===== src/rtl/cpu_loader_pkg.sv =====
// Shared opcodes, FSM encoding and word geometry for the cpu_loader byte-stream front end.
// Pure declarations: no latency and no backpressure of their own.
package cpu_loader_pkg;

    localparam logic [7:0] CMD_LOAD_I = 8'h01;
    localparam logic [7:0] CMD_LOAD_D = 8'h02;
    localparam logic [7:0] CMD_RUN    = 8'h03;
    localparam logic [7:0] CMD_HALT   = 8'h04;

    localparam int IMEM_WORD_BYTES = 4;
    localparam int DMEM_WORD_BYTES = 8;

    typedef enum logic [2:0] {
        ST_IDLE,
        ST_HDR,
        ST_DATA,
        ST_WRITE,
        ST_RUN,
        ST_ERR
    } state_t;

endpackage


===== src/rtl/cpu_loader_packer.sv =====
// Little-endian word assembler for 4- or 8-byte words; word_full_o flags the byte that completes a word.
// Bytes land in the cycle they are loaded; the caller owns backpressure by withholding load_i.
module cpu_loader_packer
    import cpu_loader_pkg::*;
(
    input  logic        clk,
    input  logic        rst,
    input  logic        load_i,
    input  logic        clear_i,
    input  logic        size8_i,
    input  logic [7:0]  byte_i,
    output logic [63:0] word_o,
    output logic        word_full_o
);

    logic [2:0]  cnt_q;
    logic [63:0] word_q;
    logic [2:0]  last_idx;

    assign last_idx    = size8_i ? 3'(DMEM_WORD_BYTES - 1) : 3'(IMEM_WORD_BYTES - 1);
    assign word_full_o = load_i && (cnt_q == last_idx);
    assign word_o      = word_q;

    always_ff @(posedge clk) begin
        if (rst || clear_i) begin
            cnt_q  <= 3'd0;
            word_q <= 64'd0;
        end else if (load_i) begin
            word_q[{cnt_q, 3'b000} +: 8] <= byte_i;
            cnt_q                        <= cnt_q + 3'd1;
        end
    end

endmodule


===== src/rtl/cpu_loader.sv =====
// Host byte-stream loader: fills cpu imem/dmem via external write ports and gates cpu enable.
// Write strobe follows the last byte of a word by one cycle; in_ready drops during writes and in ERR.
module cpu_loader
    import cpu_loader_pkg::*;
#(
    parameter int IMEM_WORDS = 128,
    parameter int DMEM_WORDS = 128
) (
    input  logic        clk,
    input  logic        rst,
    input  logic        in_valid,
    input  logic [7:0]  in_data,
    output logic        in_ready,
    output logic [63:0] addr_ext,
    output logic        wen_ext,
    output logic [31:0] wdata_ext,
    output logic [63:0] addr_ext_2,
    output logic        wen_ext_2,
    output logic [63:0] wdata_ext_2,
    output logic        enable,
    output logic        busy,
    output logic        error,
    output logic [15:0] words_done
);

    state_t      state_q, state_d;
    logic [1:0]  hdr_idx_q, hdr_idx_d;
    logic [15:0] cnt_q, cnt_d;
    logic [15:0] base_q, base_d;
    logic        is_d_q, is_d_d;
    logic [15:0] words_done_q, words_done_d;
    logic [15:0] widx_q, widx_d;

    logic        accept;
    logic        pk_load;
    logic        pk_clear;
    logic        pk_full;
    logic [63:0] pk_word;
    logic [16:0] hdr_end;
    logic [16:0] depth;

    assign in_ready = (state_q != ST_WRITE) && (state_q != ST_ERR);
    assign accept   = in_valid && in_ready;

    // Range check uses 17 bits so base+cnt cannot wrap back into the legal window.
    assign hdr_end = {1'b0, in_data, base_q[7:0]} + {1'b0, cnt_q};
    assign depth   = is_d_q ? 17'(DMEM_WORDS) : 17'(IMEM_WORDS);

    always_comb begin
        state_d      = state_q;
        hdr_idx_d    = hdr_idx_q;
        cnt_d        = cnt_q;
        base_d       = base_q;
        is_d_d       = is_d_q;
        words_done_d = words_done_q;
        widx_d       = widx_q;
        pk_load      = 1'b0;
        pk_clear     = 1'b0;

        case (state_q)
            ST_IDLE: begin
                if (accept) begin
                    case (in_data)
                        CMD_LOAD_I, CMD_LOAD_D: begin
                            state_d      = ST_HDR;
                            is_d_d       = (in_data == CMD_LOAD_D);
                            hdr_idx_d    = 2'd0;
                            words_done_d = 16'd0;
                            pk_clear     = 1'b1;
                        end
                        CMD_RUN:  state_d = ST_RUN;
                        CMD_HALT: state_d = ST_IDLE;
                        default:  state_d = ST_ERR;
                    endcase
                end
            end
            ST_HDR: begin
                if (accept) begin
                    hdr_idx_d = hdr_idx_q + 2'd1;
                    case (hdr_idx_q)
                        2'd0: cnt_d[7:0]   = in_data;
                        2'd1: cnt_d[15:8]  = in_data;
                        2'd2: base_d[7:0]  = in_data;
                        default: begin
                            base_d[15:8] = in_data;
                            if (hdr_end > depth) begin
                                state_d = ST_ERR;
                            end else if (cnt_q == 16'd0) begin
                                state_d = ST_IDLE;
                            end else begin
                                state_d = ST_DATA;
                            end
                        end
                    endcase
                end
            end
            ST_DATA: begin
                if (accept) begin
                    pk_load = 1'b1;
                    if (pk_full) begin
                        state_d = ST_WRITE;
                        widx_d  = base_q + words_done_q;
                    end
                end
            end
            ST_WRITE: begin
                words_done_d = words_done_q + 16'd1;
                pk_clear     = 1'b1;
                state_d      = ((words_done_q + 16'd1) == cnt_q) ? ST_IDLE : ST_DATA;
            end
            ST_RUN: begin
                if (accept && (in_data == CMD_HALT)) begin
                    state_d = ST_IDLE;
                end
            end
            default: state_d = ST_ERR;
        endcase
    end

    always_ff @(posedge clk) begin
        if (rst) begin
            state_q      <= ST_IDLE;
            hdr_idx_q    <= 2'd0;
            cnt_q        <= 16'd0;
            base_q       <= 16'd0;
            is_d_q       <= 1'b0;
            words_done_q <= 16'd0;
            widx_q       <= 16'd0;
        end else begin
            state_q      <= state_d;
            hdr_idx_q    <= hdr_idx_d;
            cnt_q        <= cnt_d;
            base_q       <= base_d;
            is_d_q       <= is_d_d;
            words_done_q <= words_done_d;
            widx_q       <= widx_d;
        end
    end

    cpu_loader_packer u_packer (
        .clk         (clk),
        .rst         (rst),
        .load_i      (pk_load),
        .clear_i     (pk_clear),
        .size8_i     (is_d_q),
        .byte_i      (in_data),
        .word_o      (pk_word),
        .word_full_o (pk_full)
    );

    assign wen_ext     = (state_q == ST_WRITE) && !is_d_q;
    assign wen_ext_2   = (state_q == ST_WRITE) && is_d_q;
    assign addr_ext    = {46'd0, widx_q, 2'b00};
    assign addr_ext_2  = {45'd0, widx_q, 3'b000};
    assign wdata_ext   = pk_word[31:0];
    assign wdata_ext_2 = pk_word;
    assign enable      = (state_q == ST_RUN);
    assign busy        = (state_q == ST_HDR) || (state_q == ST_DATA) || (state_q == ST_WRITE);
    assign error       = (state_q == ST_ERR);
    assign words_done  = words_done_q;

endmodule


===== config.mk =====
export PLATFORM = sky130hd
export DESIGN_NAME = cpu_loader
export DESIGN_NICKNAME = d
export VERILOG_FILES = /design/src/rtl/cpu_loader_pkg.sv /design/src/rtl/cpu_loader_packer.sv /design/src/rtl/cpu_loader.sv
export SDC_FILE = /design/constraint.sdc
export NUM_CORES = 1
export LEC_CHECK = 0
export ABC_AREA = 1
export CORE_ASPECT_RATIO = 0.9
export CORE_UTILIZATION = 40
export CTS_CLUSTER_DIAMETER = 200
export CTS_CLUSTER_SIZE = 30
export DETAILED_ROUTE_END_ITERATION = 10
export PLACE_DENSITY = 0.69
export SYNTH_ARGS = -nofsm -noshare
export SYNTH_HDL_FRONTEND = slang
export SYNTH_SLANG_ARGS = --single-unit

===== constraint.sdc =====
create_clock -name clk -period 2.4 [get_ports clk]
set_input_delay 0.48 -clock clk [delete_from_list [all_inputs] [get_ports clk]]
set_output_delay 0.48 -clock clk [all_outputs]
set_load 0.01 [all_outputs]

==> results of run 1 <==
==> metal layers <==
layer,wire length [µm],part of all wire,global-route usage,up-vias
met4,636,0.025,0.07794,0
met1,11470,0.45,0.2846,3838
met3,1893,0.075,0.05431,45
met5,0,0,0,-
met2,11360,0.45,0.3624,331
li1,-,-,-,4283
==> worst max-delay path: cells and delay by family (launching register included) <==
kind                   cells  cell delay (ns)
and+or+nand+nor            1             0.22
buffers and inverters      2             0.73
DFF                        1             0.44
==> cell families (layout without fill, tap and decap cells) <==
| kind of cell | count (synthesis) | count (layout) | synth area share |
|---|---|---|---|
| adders and majority gates | 41 | 41 | 0.05958 |
| xor gates and xnor gates | 27 | 27 | 0.02824 |
| buffers and inverters | 320 | 396 | 0.2016 |
| AOI/OAI and AO/OA | 224 | 224 | 0.1300 |
| other | 1 | 96 | 0.0004231 |
| and+or+nand+nor | 542 | 542 | 0.2706 |
| DFF | 137 | 137 | 0.3095 |
==> power by group through the flow <==
stage                     sequential (mW)  clock [mW]  combinational, mW
after floorplan                      2.43           0              0.756
after global placement               2.44           0              0.958
after detailed placement             2.45           0              0.962
after CTS                            2.40        2.70              0.976
after global routing                 2.41        2.80               1.12
final                                2.40        2.65              0.996
==> path summary, 6_finish.rpt <==
path	cells past startpoint	end	slack, ns	startpoint
max	3	error	0.11	state_q[0]
min	2	u_packer.word_o[51]	0.46	u_packer.word_o[51]
max reg2reg	14	state_q[1]	0.20	base_q[0]
min reg2reg	2	u_packer.word_o[51]	0.46	u_packer.word_o[51]
==> synth_stat cells, types with 2 or more instances <==
cell type / count / area share
sky130_fd_sc_hd__a211oi_1: 3 / 0.0025
sky130_fd_sc_hd__a21oi_1: 152 / 0.086
sky130_fd_sc_hd__a31oi_1: 2 / 0.0014
sky130_fd_sc_hd__buf_2: 11 / 0.0062
sky130_fd_sc_hd__buf_4: 148 / 0.13
sky130_fd_sc_hd__buf_6: 2 / 0.0025
sky130_fd_sc_hd__clkbuf_1: 25 / 0.011
sky130_fd_sc_hd__dfxtp_1: 137 / 0.31
sky130_fd_sc_hd__fa_1: 2 / 0.0045
sky130_fd_sc_hd__ha_1: 39 / 0.055
sky130_fd_sc_hd__inv_1: 128 / 0.054
sky130_fd_sc_hd__inv_2: 5 / 0.0021
sky130_fd_sc_hd__nand2_1: 280 / 0.12
sky130_fd_sc_hd__nand2_2: 2 / 0.0014
sky130_fd_sc_hd__nand2b_1: 2 / 0.0014
sky130_fd_sc_hd__nand3_1: 97 / 0.055
sky130_fd_sc_hd__nand3b_1: 6 / 0.0051
sky130_fd_sc_hd__nand4_1: 17 / 0.012
sky130_fd_sc_hd__nor2_1: 85 / 0.036
sky130_fd_sc_hd__nor2_2: 3 / 0.0021
sky130_fd_sc_hd__nor2_4: 2 / 0.0025
sky130_fd_sc_hd__nor3_1: 23 / 0.013
sky130_fd_sc_hd__nor3_2: 8 / 0.0090
sky130_fd_sc_hd__nor4_1: 5 / 0.0035
sky130_fd_sc_hd__o21ai_0: 55 / 0.031
sky130_fd_sc_hd__o21ai_1: 4 / 0.0023
sky130_fd_sc_hd__o21bai_1: 2 / 0.0017
sky130_fd_sc_hd__or2_0: 2 / 0.0014
sky130_fd_sc_hd__or2_2: 7 / 0.0049
sky130_fd_sc_hd__xnor2_1: 7 / 0.0069
sky130_fd_sc_hd__xor2_1: 19 / 0.019
==> final cells by class <==
| cell class | count | area (µm²) | area share |
|---|---|---|---|
| Multi-Input combinational cell | 930 | 4750 | 0.4264 |
| Sequential cell | 137 | 2753 | 0.2471 |
| Timing Repair Buffer | 230 | 2177 | 0.1955 |
| Inverter | 134 | 504.2 | 0.04527 |
| Clock buffer | 18 | 429.2 | 0.03853 |
| Tap cell | 291 | 364.1 | 0.03269 |
| Clock inverter | 14 | 161.4 | 0.01449 |
==> stage by stage <==
step / std cells / setup WS (ns) / util / TNS [ns] / hold WS, ns
after detailed placement: 1722 / -0.2888 / 0.4829 / -8.671 / 0.4551
after CTS: 1754 / 0.02827 / 0.5102 / 0 / 0.4650
after global placement: 1722 / -0.2760 / 0.4829 / -6.884 / 0.4478
after global routing: 1754 / 0.005299 / 0.5134 / 0 / 0.4844
final: 1754 / 0.1051 / 0.5134 / 0 / 0.4612
after floorplan: 1387 / 0.1399 / - / 0 / 0.4447
==> flip-flops by register name (all words and copies together), names as in the netlist <==
name             flops
state_q              3
words_done          16
u_packer.word_o     64
base_q              16
is_d_q               1
cnt_q               16
u_packer.cnt_q       3
hdr_idx_q            2
widx_q              16
==> what timing repair did <==
item | in CTS | in global routing
pin swaps | 0 | 3
resized for setup | 4 | 21
setup endpoints to repair | 3 | 7
==> run metrics, run 1 <==
EDFF count, synth=0; netlist area before placement=approximately 0.0089 mm²; fill count=2153; Final Cycle Share=0.9562; synthesized netlist cell count=between 1000 and 1500; series of cell instances along the critical path=inv_2, nor3_2, clkdlybuf4s50_1; buffer cell driving the clock tree root=sky130_fd_sc_hd__clkbuf_16; wire length after detailed routing=between 20 and 30 mm; overall die area=approximately 0.023 mm²; element type at the critical path start=flip-flop; deepest clock path buffer count=2; remaining routing DRC violations=0; layout-stage area growth over the synthesis result=25.68%; worst relative slew slack=0.6257; Net Switching=roughly 1.8 mW; layout cells sized above 1=0.1032; diode count=0; Synthesis Warnings=0; async set or reset register ratio after synthesis=0; library cell contributing the largest single delay on the critical path=sky130_fd_sc_hd__clkdlybuf4s50_1; Main synth FF type=sky130_fd_sc_hd__dfxtp_1; global-route wire length before repair=39.72 mm; distinct cell type count after synthesis=43; CP required=roughly 1.9 ns; worst slew pin tran=~0.56 ns; horizontal die dimension=around 160 µm; number of pins exceeding their max-slew limit in the final report=0; hold-fix buffers at CTS=0; number of global-route vias before repair=~7700; average routed wire per standard cell=about 14 µm; cell leakage power=between 4 and 5 nW; final RePlAce weighted congestion=0.9010; worst-path fanout max=4; setup repair after global routing missed its margin=false; clock network fraction of total power=0.439; die height=143.2 µm; total power of the final layout=a little over 6 mW; post-route standard cell area excluding fillers=between 0.01 and 0.015 mm²; placed standard-cell area=roughly 0.010 mm²; average footprint of a synthesized cell=6.859 µm²; Setup-failing EPs final=0; CTS tree=done; endpoint arrival time on the critical path=between 1.5 and 2 ns; total number of placement rows=between 50 and 60; critical path start-end classification=reg2out; via count of the routed design=8497; antenna violations before repair=0; 1st-pass router iterations=5; Congestion Overflow GR=0; Worst-Skew Late Latency=0.43 ns; Critical Path Sink Type=output pin; areal power density over the cells=543.5 mW/mm²; maximum number of pins on one net before global-route repair=a little under 50; Net Sw Frac=0.2998; Worst VDD drop=approximately 540 µV; path class of the lowest-slack min-delay path=reg2reg; clk_skew=roughly 0.011 ns; Routed Antenna Nets=0; outcome=finished, final reports clean; maximum operating frequency=between 400 and 500 MHz; flip-flop and latch count after synthesis=about 140; largest stage delay on the critical path=approximately 0.64 ns; top library cells by usage in the layout, fill and taps aside=279 x sky130_fd_sc_hd__nand2_1, 157 x sky130_fd_sc_hd__clkdlybuf4s50_1, 151 x sky130_fd_sc_hd__a21oi_1; number of port buffers=160; number of buffers created by CTS=17; Internal Dissipation=about 4.2 mW; post-CTS clock slew at the launch and capture registers of the worst setup and hold paths=about 0.060 ns; final hold vios=0; Boundary Pins=257; core region area=0.02170 mm²; net count reported at finish=approximately 1500; setup fix buffers added after clock tree synthesis=0; Global Route Usage Sum=0.2218; vias per cell=a little under 5; count of H-tree levels built during CTS=4; total number of clock tree sinks=between 100 and 150; post-detailed-placement half-perimeter wirelength=18.43 mm; number of max-cap violations=0; part of the total power dissipated in combinational logic=0.165; most frequent standard cell in the layout excluding fill and tap cells=sky130_fd_sc_hd__nand2_1; Seq/Total Area, Yosys=0.3095; fraction of power consumed by sequential logic=0.397; initial detailed-routing violation count=662; starting utilization of the core area=0.4085; post-route minimum period=2.295 ns
Power figures use the tool's default switching activity.
==> run 2, diff against run 1 <==
==> constraint.sdc (replaced) <==
create_clock -name clk -period 2.15 [get_ports clk]
set_input_delay 0.43 -clock clk [delete_from_list [all_inputs] [get_ports clk]]
set_output_delay 0.43 -clock clk [all_outputs]
set_load 0.01 [all_outputs]
==> run 2 against run 1 <==
  * Core utilization up 2.5 points
  * Critical path depth increased by 11
  * Cell area grew 4.8%
  * Clock power increased by 5%
==> run metrics, run 2 (same netlist as run 1, synthesis figures left out) <==
part of the total power dissipated in combinational logic=0.180; final critical-path setup slack=between 0.01 and 0.015 ns; maximum operating frequency=467.4 MHz; pre-CTS setup slack=-0.4943 ns; outcome=finished, final reports clean; fraction of power consumed by sequential logic=0.402; final hold vios=0; core region area=roughly 0.022 mm²; deepest clock path buffer count=2; utilization of the core after routing=0.5381; Net Switching=slightly above 2 mW; Critical Path Sink Type=flip-flop; worst-path fanout max=2; RR Endpoint=state_q[1]; clock network fraction of total power=0.419; count of H-tree levels built during CTS=4; number of max-cap violations=0; post-route standard cell area excluding fillers=around 0.012 mm²; path class of the lowest-slack min-delay path=reg2reg; wire length after detailed routing=26.21 mm; cell leakage power=about 5 nW; critical path start-end classification=reg2reg; element type at the critical path start=flip-flop; CTS tree=done; flip-flop count of the largest register after layout=64; worst slew pin tran=~0.66 ns; hold path startpoint=u_packer.word_o[49]; number of buffers created by CTS=17; post-CTS clock slew at the launch and capture registers of the worst setup and hold paths=approximately 0.06 ns; placed standard-cell area=between 0.01 and 0.015 mm²; total negative slack for setup checks=0 ns; Final Cycle Share=0.9951; post-route minimum period=around 2.1 ns; Global Route Usage Sum=0.2246; net count reported at finish=~1500; starting utilization of the core area=0.4085; Most common cell on crit path=sky130_fd_sc_hd__nand3_1; areal power density over the cells=570.9 mW/mm²; maximum number of pins on one net before global-route repair=just over 50; 1st-pass router iterations=7; hold slack final=around 0.46 ns; Internal Dissipation=roughly 4.6 mW; Net Sw Frac=0.3049; number of global-route vias before repair=roughly 8000; diode count=0; Congestion Overflow GR=0; final RePlAce weighted congestion=between 0.9 and 1; hold-fix buffers at CTS=0; library cell contributing the largest single delay on the critical path=sky130_fd_sc_hd__fa_2; via count of the routed design=approximately 8600; horizontal die dimension=between 150 and 200 µm; clk_skew=0.005583 ns; total number of placement rows=51; worst reg-to-reg setup slack=approximately 0.010 ns; buffer cell driving the clock tree root=sky130_fd_sc_hd__clkbuf_16; number of pins exceeding their max-slew limit in the final report=0; largest stage delay on the critical path=around 0.42 ns; most frequent standard cell in the layout excluding fill and tap cells=sky130_fd_sc_hd__nand2_1; CP required=2.52 ns; antenna violations before repair=0; Worst-Skew Late Latency=0.43 ns; reg2reg start=cnt_q[0]; total number of clock tree sinks=137; number of cells traversed by the worst hold path=2; vias per cell=4.811; series of cell instances along the critical path=ha_4, fa_2, or2_4, nor2_2, nand3_1, nor2_1, nand3_1, nand2_2, inv_2, nor2_2, nand3_1, nand3_1, nand2_1, a21oi_1; die height=about 140 µm; Worst Hold Endpoint=u_packer.word_o[49]; number of port buffers=160; top library cells by usage in the layout, fill and taps aside=268 x sky130_fd_sc_hd__nand2_1, 149 x sky130_fd_sc_hd__clkdlybuf4s50_1, 144 x sky130_fd_sc_hd__a21oi_1; setup repair after global routing missed its margin=true; layout-stage area growth over the synthesis result=31.72%; global-route wire length before repair=approximately 41 mm; average routed wire per standard cell=14.59 µm; worst relative slew slack=0.5576; Setup-failing EPs final=0; Worst VDD drop=around 500 µV; Boundary Pins=between 200 and 300; overall die area=between 0.02 and 0.025 mm²; initial detailed-routing violation count=between 500 and 600; layout cells sized above 1=0.1575; remaining routing DRC violations=0; endpoint arrival time on the critical path=roughly 2.5 ns; post-detailed-placement half-perimeter wirelength=18.66 mm; R2R cell count=14; Routed Antenna Nets=0
-- run 2: final cells by class --
class	instances	area, µm²
Inverter	134	504.2
Clock inverter	14	126.4
Timing Repair Buffer	272	2530
Fill cell	2145	10020
Clock buffer	18	429.2
Multi-Input combinational cell	930	4962
Tap cell	291	364.1
Sequential cell	137	2758
-- run 2: layer usage --
metal | up-vias | GRT usage | share of wire
met5 | - | 0 | 0
met4 | 0 | 0.06377 | 0.012
met3 | 28 | 0.05170 | 0.073
met2 | 298 | 0.3700 | 0.46
met1 | 3944 | 0.2936 | 0.46
li1 | 4371 | - | -
-- run 2: per-stage QoR --
step	total power, mW	instances
floorplan	3.555	1387
global placement	3.842	1758
detailed placement	3.854	1758
CTS	6.635	1792
global route	6.951	1796
finish	6.664	1796
-- run 2: worst max-delay path, delay by kind of cell, from the launching register on --
family,cells,cell delay [ns]
compound gates,1,0.11
fa+ha+maj,2,0.57
buf+inv,1,0.04
simple gates,10,1.02
flops,1,0.36
-- run 2: timing repair --
| action | in CTS | in global routing |
|---|---|---|
| cloned | 0 | 1 |
| pin swaps | 8 | 13 |
| gates resized for setup | 25 | 61 |
| endpoints found under the setup margin | 11 | 64 |
| buffers inserted | 2 | 3 |
-- run 2: power by group through the flow --
stage / Clock (mW) / Sequential, mW / Combinational (mW)
floorplan: 0 / 2.71 / 0.843
global placement: 0 / 2.72 / 1.12
detailed placement: 0 / 2.72 / 1.13
CTS: 2.82 / 2.67 / 1.15
global route: 2.93 / 2.68 / 1.33
finish: 2.79 / 2.68 / 1.20
-- run 2: worst max path at each step --
stage	from	endpoint	slack, ns	depth (start not counted)
2_1_floorplan	words_done[0]	widx_q[12]	0.004	11
3_3_place_gp	in_data[0]	state_q[1]	-0.46	17
3_5_place_dp	in_data[0]	state_q[1]	-0.49	15
4_1_cts	cnt_q[0]	state_q[1]	-0.02	14
5_1_grt	in_data[4]	state_q[1]	-0.16	17
6_report	cnt_q[0]	state_q[1]	0.01	14
